--- config.mk ---
export PLATFORM = sky130hd
export DESIGN_NAME = panda_risc_v_dpc_tracker
export DESIGN_NICKNAME = d
export VERILOG_FILES = /design/src/rtl/panda_risc_v_dpc_tracker.sv
export SDC_FILE = /design/constraint.sdc
export NUM_CORES = 1
export LEC_CHECK = 0
export BUFFER_PORTS_ARGS = -buffer_cell sky130_fd_sc_hd__buf_2
export CAP_MARGIN = 5
export CORE_MARGIN = 3
export CORE_UTILIZATION = 45
export CTS_BUF_LIST = sky130_fd_sc_hd__clkbuf_16
export DETAILED_ROUTE_END_ITERATION = 12
export GPL_TIMING_DRIVEN = 0
export PLACE_DENSITY = 0.71
export SYNTH_ARGS = -nofsm -noshare
export SYNTH_HDL_FRONTEND = slang
export SYNTH_SLANG_ARGS = --single-unit
--- constraint.sdc ---
create_clock -name clk -period 4.2 [get_ports clk]
set_clock_uncertainty 0.05 [all_clocks]
set_input_delay 0.21 -clock clk [delete_from_list [all_inputs] [get_ports clk]]
set_output_delay 0.21 -clock clk [all_outputs]
set_load 0.02 [all_outputs]
--- src/rtl/panda_risc_v_dpc_tracker.sv ---
// In-flight instruction scoreboard for the decode/dispatch stage: tracks each
// instruction through DCD -> DSPTC -> FREE and answers RAW/WAW hazard queries.
module panda_risc_v_dpc_tracker #(
  parameter int ENTRY_N   = 4,
  parameter int INST_ID_W = 4
) (
  input  logic                           clk,
  input  logic                           sys_reset,
  input  logic                           flush_req,
  input  logic [INST_ID_W-1:0]           dpc_trace_dcd_inst_id,
  input  logic [4:0]                     dpc_trace_dcd_rd_id,
  input  logic                           dpc_trace_dcd_rd_vld,
  input  logic                           dpc_trace_dcd_is_long,
  input  logic                           dpc_trace_dcd_valid,
  input  logic [INST_ID_W-1:0]           dpc_trace_dsptc_inst_id,
  input  logic                           dpc_trace_dsptc_valid,
  input  logic [INST_ID_W-1:0]           dpc_trace_retire_inst_id,
  input  logic                           dpc_trace_retire_valid,
  input  logic [4:0]                     raw_dpc_check_rs1_id,
  output logic                           rs1_raw_dpc,
  input  logic [4:0]                     raw_dpc_check_rs2_id,
  output logic                           rs2_raw_dpc,
  input  logic [4:0]                     waw_dpc_check_rd_id,
  output logic                           rd_waw_dpc,
  output logic                           dpc_trace_full,
  output logic                           dpc_trace_empty,
  output logic [$clog2(ENTRY_N+1)-1:0]   dpc_trace_inflight_n
);

  localparam int CNT_W = $clog2(ENTRY_N + 1);

  typedef enum logic [1:0] {
    ST_FREE  = 2'd0,
    ST_DCD   = 2'd1,
    ST_DSPTC = 2'd2
  } entry_st_e;

  entry_st_e            r_state      [ENTRY_N];
  entry_st_e            w_state_next [ENTRY_N];
  logic [INST_ID_W-1:0] r_inst_id    [ENTRY_N];
  logic [4:0]           r_rd_id      [ENTRY_N];
  logic                 r_rd_vld     [ENTRY_N];
  logic                 r_is_long    [ENTRY_N];
  logic [CNT_W-1:0]     r_inflight_n;
  logic [CNT_W-1:0]     w_inflight_next;

  logic [ENTRY_N-1:0]   w_free;
  logic [ENTRY_N-1:0]   w_alloc_oh;
  logic                 w_alloc;

  always_comb begin
    for (int i = 0; i < ENTRY_N; i++) begin
      w_free[i] = (r_state[i] == ST_FREE);
    end
  end

  assign dpc_trace_full       = ~|w_free;
  assign dpc_trace_empty      = &w_free;
  assign dpc_trace_inflight_n = r_inflight_n;

  // Lowest set bit of the start-of-cycle FREE vector picks the allocation slot,
  // so an entry freed this cycle cannot be reused until the next one.
  assign w_alloc    = dpc_trace_dcd_valid & ~dpc_trace_full & ~flush_req;
  assign w_alloc_oh = w_alloc ? (w_free & ~(w_free - ENTRY_N'(1))) : '0;

  // Event ordering per entry: dispatch, then retire, then flush, then allocate.
  always_comb begin
    w_inflight_next = '0;
    for (int i = 0; i < ENTRY_N; i++) begin
      w_state_next[i] = r_state[i];
      if (r_state[i] == ST_DCD && dpc_trace_dsptc_valid &&
          r_inst_id[i] == dpc_trace_dsptc_inst_id) begin
        w_state_next[i] = ST_DSPTC;
      end
      if (w_state_next[i] == ST_DSPTC && dpc_trace_retire_valid &&
          r_inst_id[i] == dpc_trace_retire_inst_id) begin
        w_state_next[i] = ST_FREE;
      end
      if (w_state_next[i] == ST_DCD && flush_req) begin
        w_state_next[i] = ST_FREE;
      end
      if (w_alloc_oh[i]) begin
        w_state_next[i] = ST_DCD;
      end
      if (w_state_next[i] != ST_FREE) begin
        w_inflight_next = w_inflight_next + CNT_W'(1);
      end
    end
  end

  // Only dispatched entries are visible to hazard queries.
  always_comb begin
    rs1_raw_dpc = 1'b0;
    rs2_raw_dpc = 1'b0;
    rd_waw_dpc  = 1'b0;
    for (int i = 0; i < ENTRY_N; i++) begin
      if (r_state[i] == ST_DSPTC && r_rd_vld[i]) begin
        if (r_rd_id[i] == raw_dpc_check_rs1_id && raw_dpc_check_rs1_id != 5'd0) begin
          rs1_raw_dpc = 1'b1;
        end
        if (r_rd_id[i] == raw_dpc_check_rs2_id && raw_dpc_check_rs2_id != 5'd0) begin
          rs2_raw_dpc = 1'b1;
        end
        if (r_is_long[i] && r_rd_id[i] == waw_dpc_check_rd_id &&
            waw_dpc_check_rd_id != 5'd0) begin
          rd_waw_dpc = 1'b1;
        end
      end
    end
  end

  always_ff @(posedge clk or posedge sys_reset) begin
    if (sys_reset) begin
      r_inflight_n <= '0;
      for (int i = 0; i < ENTRY_N; i++) begin
        r_state[i]   <= ST_FREE;
        r_inst_id[i] <= '0;
        r_rd_id[i]   <= '0;
        r_rd_vld[i]  <= 1'b0;
        r_is_long[i] <= 1'b0;
      end
    end else begin
      r_inflight_n <= w_inflight_next;
      for (int i = 0; i < ENTRY_N; i++) begin
        r_state[i] <= w_state_next[i];
        if (w_alloc_oh[i]) begin
          r_inst_id[i] <= dpc_trace_dcd_inst_id;
          r_rd_id[i]   <= dpc_trace_dcd_rd_id;
          r_rd_vld[i]  <= dpc_trace_dcd_rd_vld;
          r_is_long[i] <= dpc_trace_dcd_is_long;
        end
      end
    end
  end

  // A newly decoded ID must not already be live in the table.
  always @(posedge clk) begin
    if (!sys_reset && w_alloc) begin
      for (int i = 0; i < ENTRY_N; i++) begin
        assert (w_free[i] || r_inst_id[i] != dpc_trace_dcd_inst_id)
          else $error("dpc_tracker: duplicate live inst_id %0d", dpc_trace_dcd_inst_id);
      end
    end
  end

endmodule

; ---- After elaboration in Yosys (flattened, before gate mapping)
; Index checks and enable logic that the tools add are counted.
[word_totals]
ff_bits = 55
input_bits = 40
output_inout_bits = 8
wordCells = 165
[classes]
addsub = 4
eq_ne = 36
mux = 45
bitwise = 5
n_reduce_logical = 54
[ops]
columns = operator, n
row1 = equality test 5 bit, 12
row2 = logical AND 1 bit, 40
row3 = equality test 4 bit, 8
row4 = 2-to-1 mux 2 bit, 16
row5 = 2-to-1 mux 1 bit, 25
row6 = equality test 2 x 1 -> 1 bit (second input constant), 8
row7 = equality test 2 bit (second input constant), 8
row8 = nonzero test 5 bit, 3
row9 = adder 3 x 1 -> 3 bit (second input constant), 3
row10 = 2-to-1 mux 3 bit, 3
row11 = zero test 2 bit, 4
row12 = nonzero test 2 bit, 4
row13 = AND 4 bit, 1
row14 = 2-to-1 mux 4 bit, 1
row15 = NOT 4 bit, 1
row16 = AND reduction 4 bit, 1
row17 = OR reduction 4 bit, 1
row18 = subtractor 4 x 1 -> 4 bit (second input constant), 1
row19 = AND 1 bit, 2
row20 = zero test 1 bit, 1
row21 = NOT 1 bit, 1

; ---- Depth between registers and ports, before layout
[depth]
word_depth = 20
ltp_mapped = 14

; ---- Least setup slack after synthesis
; OpenSTA, ideal clock, no wires.
[synth_path]
path_kind = reg-to-reg
from = register r_inst_id[8] (netlist name)
to = register r_inflight_n[1], in the netlist dpc_trace_inflight_n[1]
arrival_time_ns = 2.878
required_ns = 4.022
slack_ns = 1.145
path_stages_with_launch = 14
synth_period_minus_slack_ns = 3.055
cell_sequence = dfrtp_1 -> xor2_1 -> nor3_1 -> nand4_1 -> nor2b_1 -> a41oi_1 -> nor2_1 -> ha_1 -> and3_1 -> mux2_2 -> a311oi_2 -> o211ai_2 -> ha_1 -> mux2_1
[synth_lines]
columns = element, line_no
row1 = start: declaration, 40  ; logic [INST_ID_W-1:0] r_inst_id [ENTRY_N];
row2 = start signal: indexed assignment, 127  ; r_inst_id[i] <= dpc_trace_dcd_inst_id;
row3 = end signal: assignment, 123  ; r_inflight_n <= w_inflight_next;
row4 = end: declaration, 44  ; logic [CNT_W-1:0] r_inflight_n;

==> results.tsv <==
metric	value	unit
grtUsageTotal	19.5	%
leakage	0.00175	uW
diodes	0	
rows	32	
io_buffers	32	
slowest_stage	dfrtp_1	
endpoint_kind	register	
die_h	95.9	um
dp_hpwl	6580	um
wl_met2	3970	um
layout-drive-gt1-share	24.7	%
syn_nets	394	
synthArstFlopShare	100	%
cp-startpoint	r_inst_id[8]	
drt_iter0_markers	240	
top_layer_used	met4	
wl_met1	3940	um
synth-seq-cells	55	
die_area	9190	um^2
cp.required	4320	ps
syn_area_per_cell	10.4	um^2
finalCriticalPeriod	3390	ps
path_buf_inv	0	
synthFlopType	dfrtp_1	
dr_wl_met3	433	um
rsz0062_at_grt	false	
cts_setup_buffers	0	
p_per_area	663	nW/um^2
slowest_delay	410	ps
grt_first_pass_wirelength	13700	um
io_pins	48	
crit_path_cell_trace	xor2_1, nor3_1, nand4_1, nor2b_1, a41oi_1, nor2_1, ha_1, and3_1, mux2_2, a311oi_2, o211ai_2, ha_1, mux2_1	
antenna_left	0	
start_util	46.8	%
h-tree-depth	2	
yosysWarnings	0	
worstSetupPathType	register to register	
clk_latency	290	ps
clk_path_buf_depth	2	
tns	0	ps
fin_area	4100	um^2
dpl_cell_area	3940	um^2
die-width	95.9	um
timing.final.crit_share	80.7	%
clock.fmax	295	MHz
ctsResizeCount	0	
syn_area	3630	um^2
worst_r2r_startpoint	r_inst_id[8]	
synth_cell_types	46	
status	completed	
tightestPinTransition	788	ps
crit_top_cell	ha_1	
grt_max_degree	41	
hold_viol_final	0	
arrival	3510	ps
drv_slew	0	
numClockSinks	55	
first_pass_iters	5	
drc_errors	0	
dp.cells	486	
hold_path_startpoint	dpc_trace_dcd_inst_id[3]	
root_buffer	clkbuf_16	
cp_max_fo	7	
synth_edf_count	0	
gp_congestion	0.869	
grt_pass1_vias	2691	
min_path_type	input pin to register	
wire_per_inst	17.1	um
final_cells	495	
num-nets-final	435	
slew_headroom	46.8	%
routed_wl	8470	um
critPathLaunchType	register	
num_vias	2732	
cts.clk_slew.worst_paths	70	ps
final_cell_mix	55 x xor2_1, 55 x dfrtp_1, 46 x mux2_2	
cts_tree	done	
antenna_found_initial	0	
setup_viol_count_final	0	
cap_violations	0	
coreArea	7770	um^2
vdd_drop_max	246	uV
synthesis.instances	351	
overflow	0	
ys_seq_area_share	37.9	%
area_delta_synth_final	12.7	%
vias_per_cell	5.52	
path_delay_family	simple AND/OR/NAND/NOR gates	
cts_made_buffers	5	
finalPower	2720	uW
synthesized netlist by cell type, drive strengths merged (3+ instances only):
| cell | instances | area (um^2) |
|---|---|---|
| xnor2 | 39 | 342 |
| nor4 | 15 | 109 |
| o21ai | 4 | 20.0 |
| nand3 | 13 | 65.1 |
| nand4 | 7 | 43.8 |
| and2 | 3 | 18.8 |
| nor3 | 10 | 50.1 |
| buf | 6 | 26.3 |
| dfrtp | 55 | 1380 |
| or4 | 4 | 30.0 |
| ha | 3 | 37.5 |
| nand3b | 4 | 30.0 |
| nor2 | 16 | 62.6 |
| inv | 6 | 22.5 |
| a21oi | 3 | 15.0 |
| nand2 | 12 | 45.0 |
| o211ai | 4 | 35.0 |
| mux2 | 47 | 529 |
| xor2 | 55 | 482 |
| o21a | 3 | 22.5 |
| clkbuf | 17 | 63.8 |
worst paths after layout:
kind | end | slack (ps) | depth (start not counted)
max in group asynchronous | r_state[3] | 3180 | 4
setup reg to reg | dpc_trace_inflight_n[1] | 810 | 13
hold reg to reg | r_rd_vld[0] | 460 | 1
hold / removal | r_inst_id[7] | 140 | 2
min in group asynchronous | r_rd_id[10] | 390 | 3
setup / recovery | dpc_trace_inflight_n[1] | 810 | 13
cells by family after synthesis:
family                     share of synthesized area [%]
adders and majority gates                           1.03
AOI/OAI and AO/OA                                   6.30
muxes                                               14.8
buffers and inverters                               3.10
and+or+nand+nor                                     14.2
xor gates and xnor gates                            22.7
DFF                                                 37.9
layer usage:
metal  vias to the layer above  global-route usage, %
met5                         -                      0
met4                         0                   5.45
met3                        10                   2.58
met2                        78                   31.0
met1                      1329                   27.8
li1                       1315                      -
timing repair:
| action | in CTS | in global routing |
|---|---|---|
| hold endpoints to repair | 15 | 0 |
| hold buffers | 1 | 0 |
| endpoints found under the setup margin | 0 | 0 |
report_power, final:
group / leakage [uW] / total [uW] / internal, uW / switching [uW]
clock: 0.0000674 / 408 / 220 / 187
sequential: 0.000689 / 1110 / 778 / 327
combinational: 0.000993 / 1200 / 645 / 559
total: 0.00175 / 2720 / 1640 / 1070
flip-flops by register name, summed over array words and instances (netlist names):
register and count:
dpc_trace_inflight_n 3, r_inst_id 16, r_is_long 4, r_rd_id 20, r_rd_vld 4, r_state 8
cell type report:
class                      instances  area (um^2)
inverter                           6         22.5
clock inverter                     3         20.0
buffer                            23         90.1
sequential                        55         1380
tap                              102          128
clock buffer                       5          125
multi-input combinational        267         2140
timing repair buffer              34          190
fill                             710         3670
stage by stage:
stage	hold WS, ps	setup WS, ps	utilization (%)
floorplan	310	1140	-
global placement	434	953	50.5
detailed placement	158	860	50.7
CTS	138	820	52.7
global route	140	540	52.7
finish	143	810	52.7
Note: power is estimated with default switching activity, not from simulation.
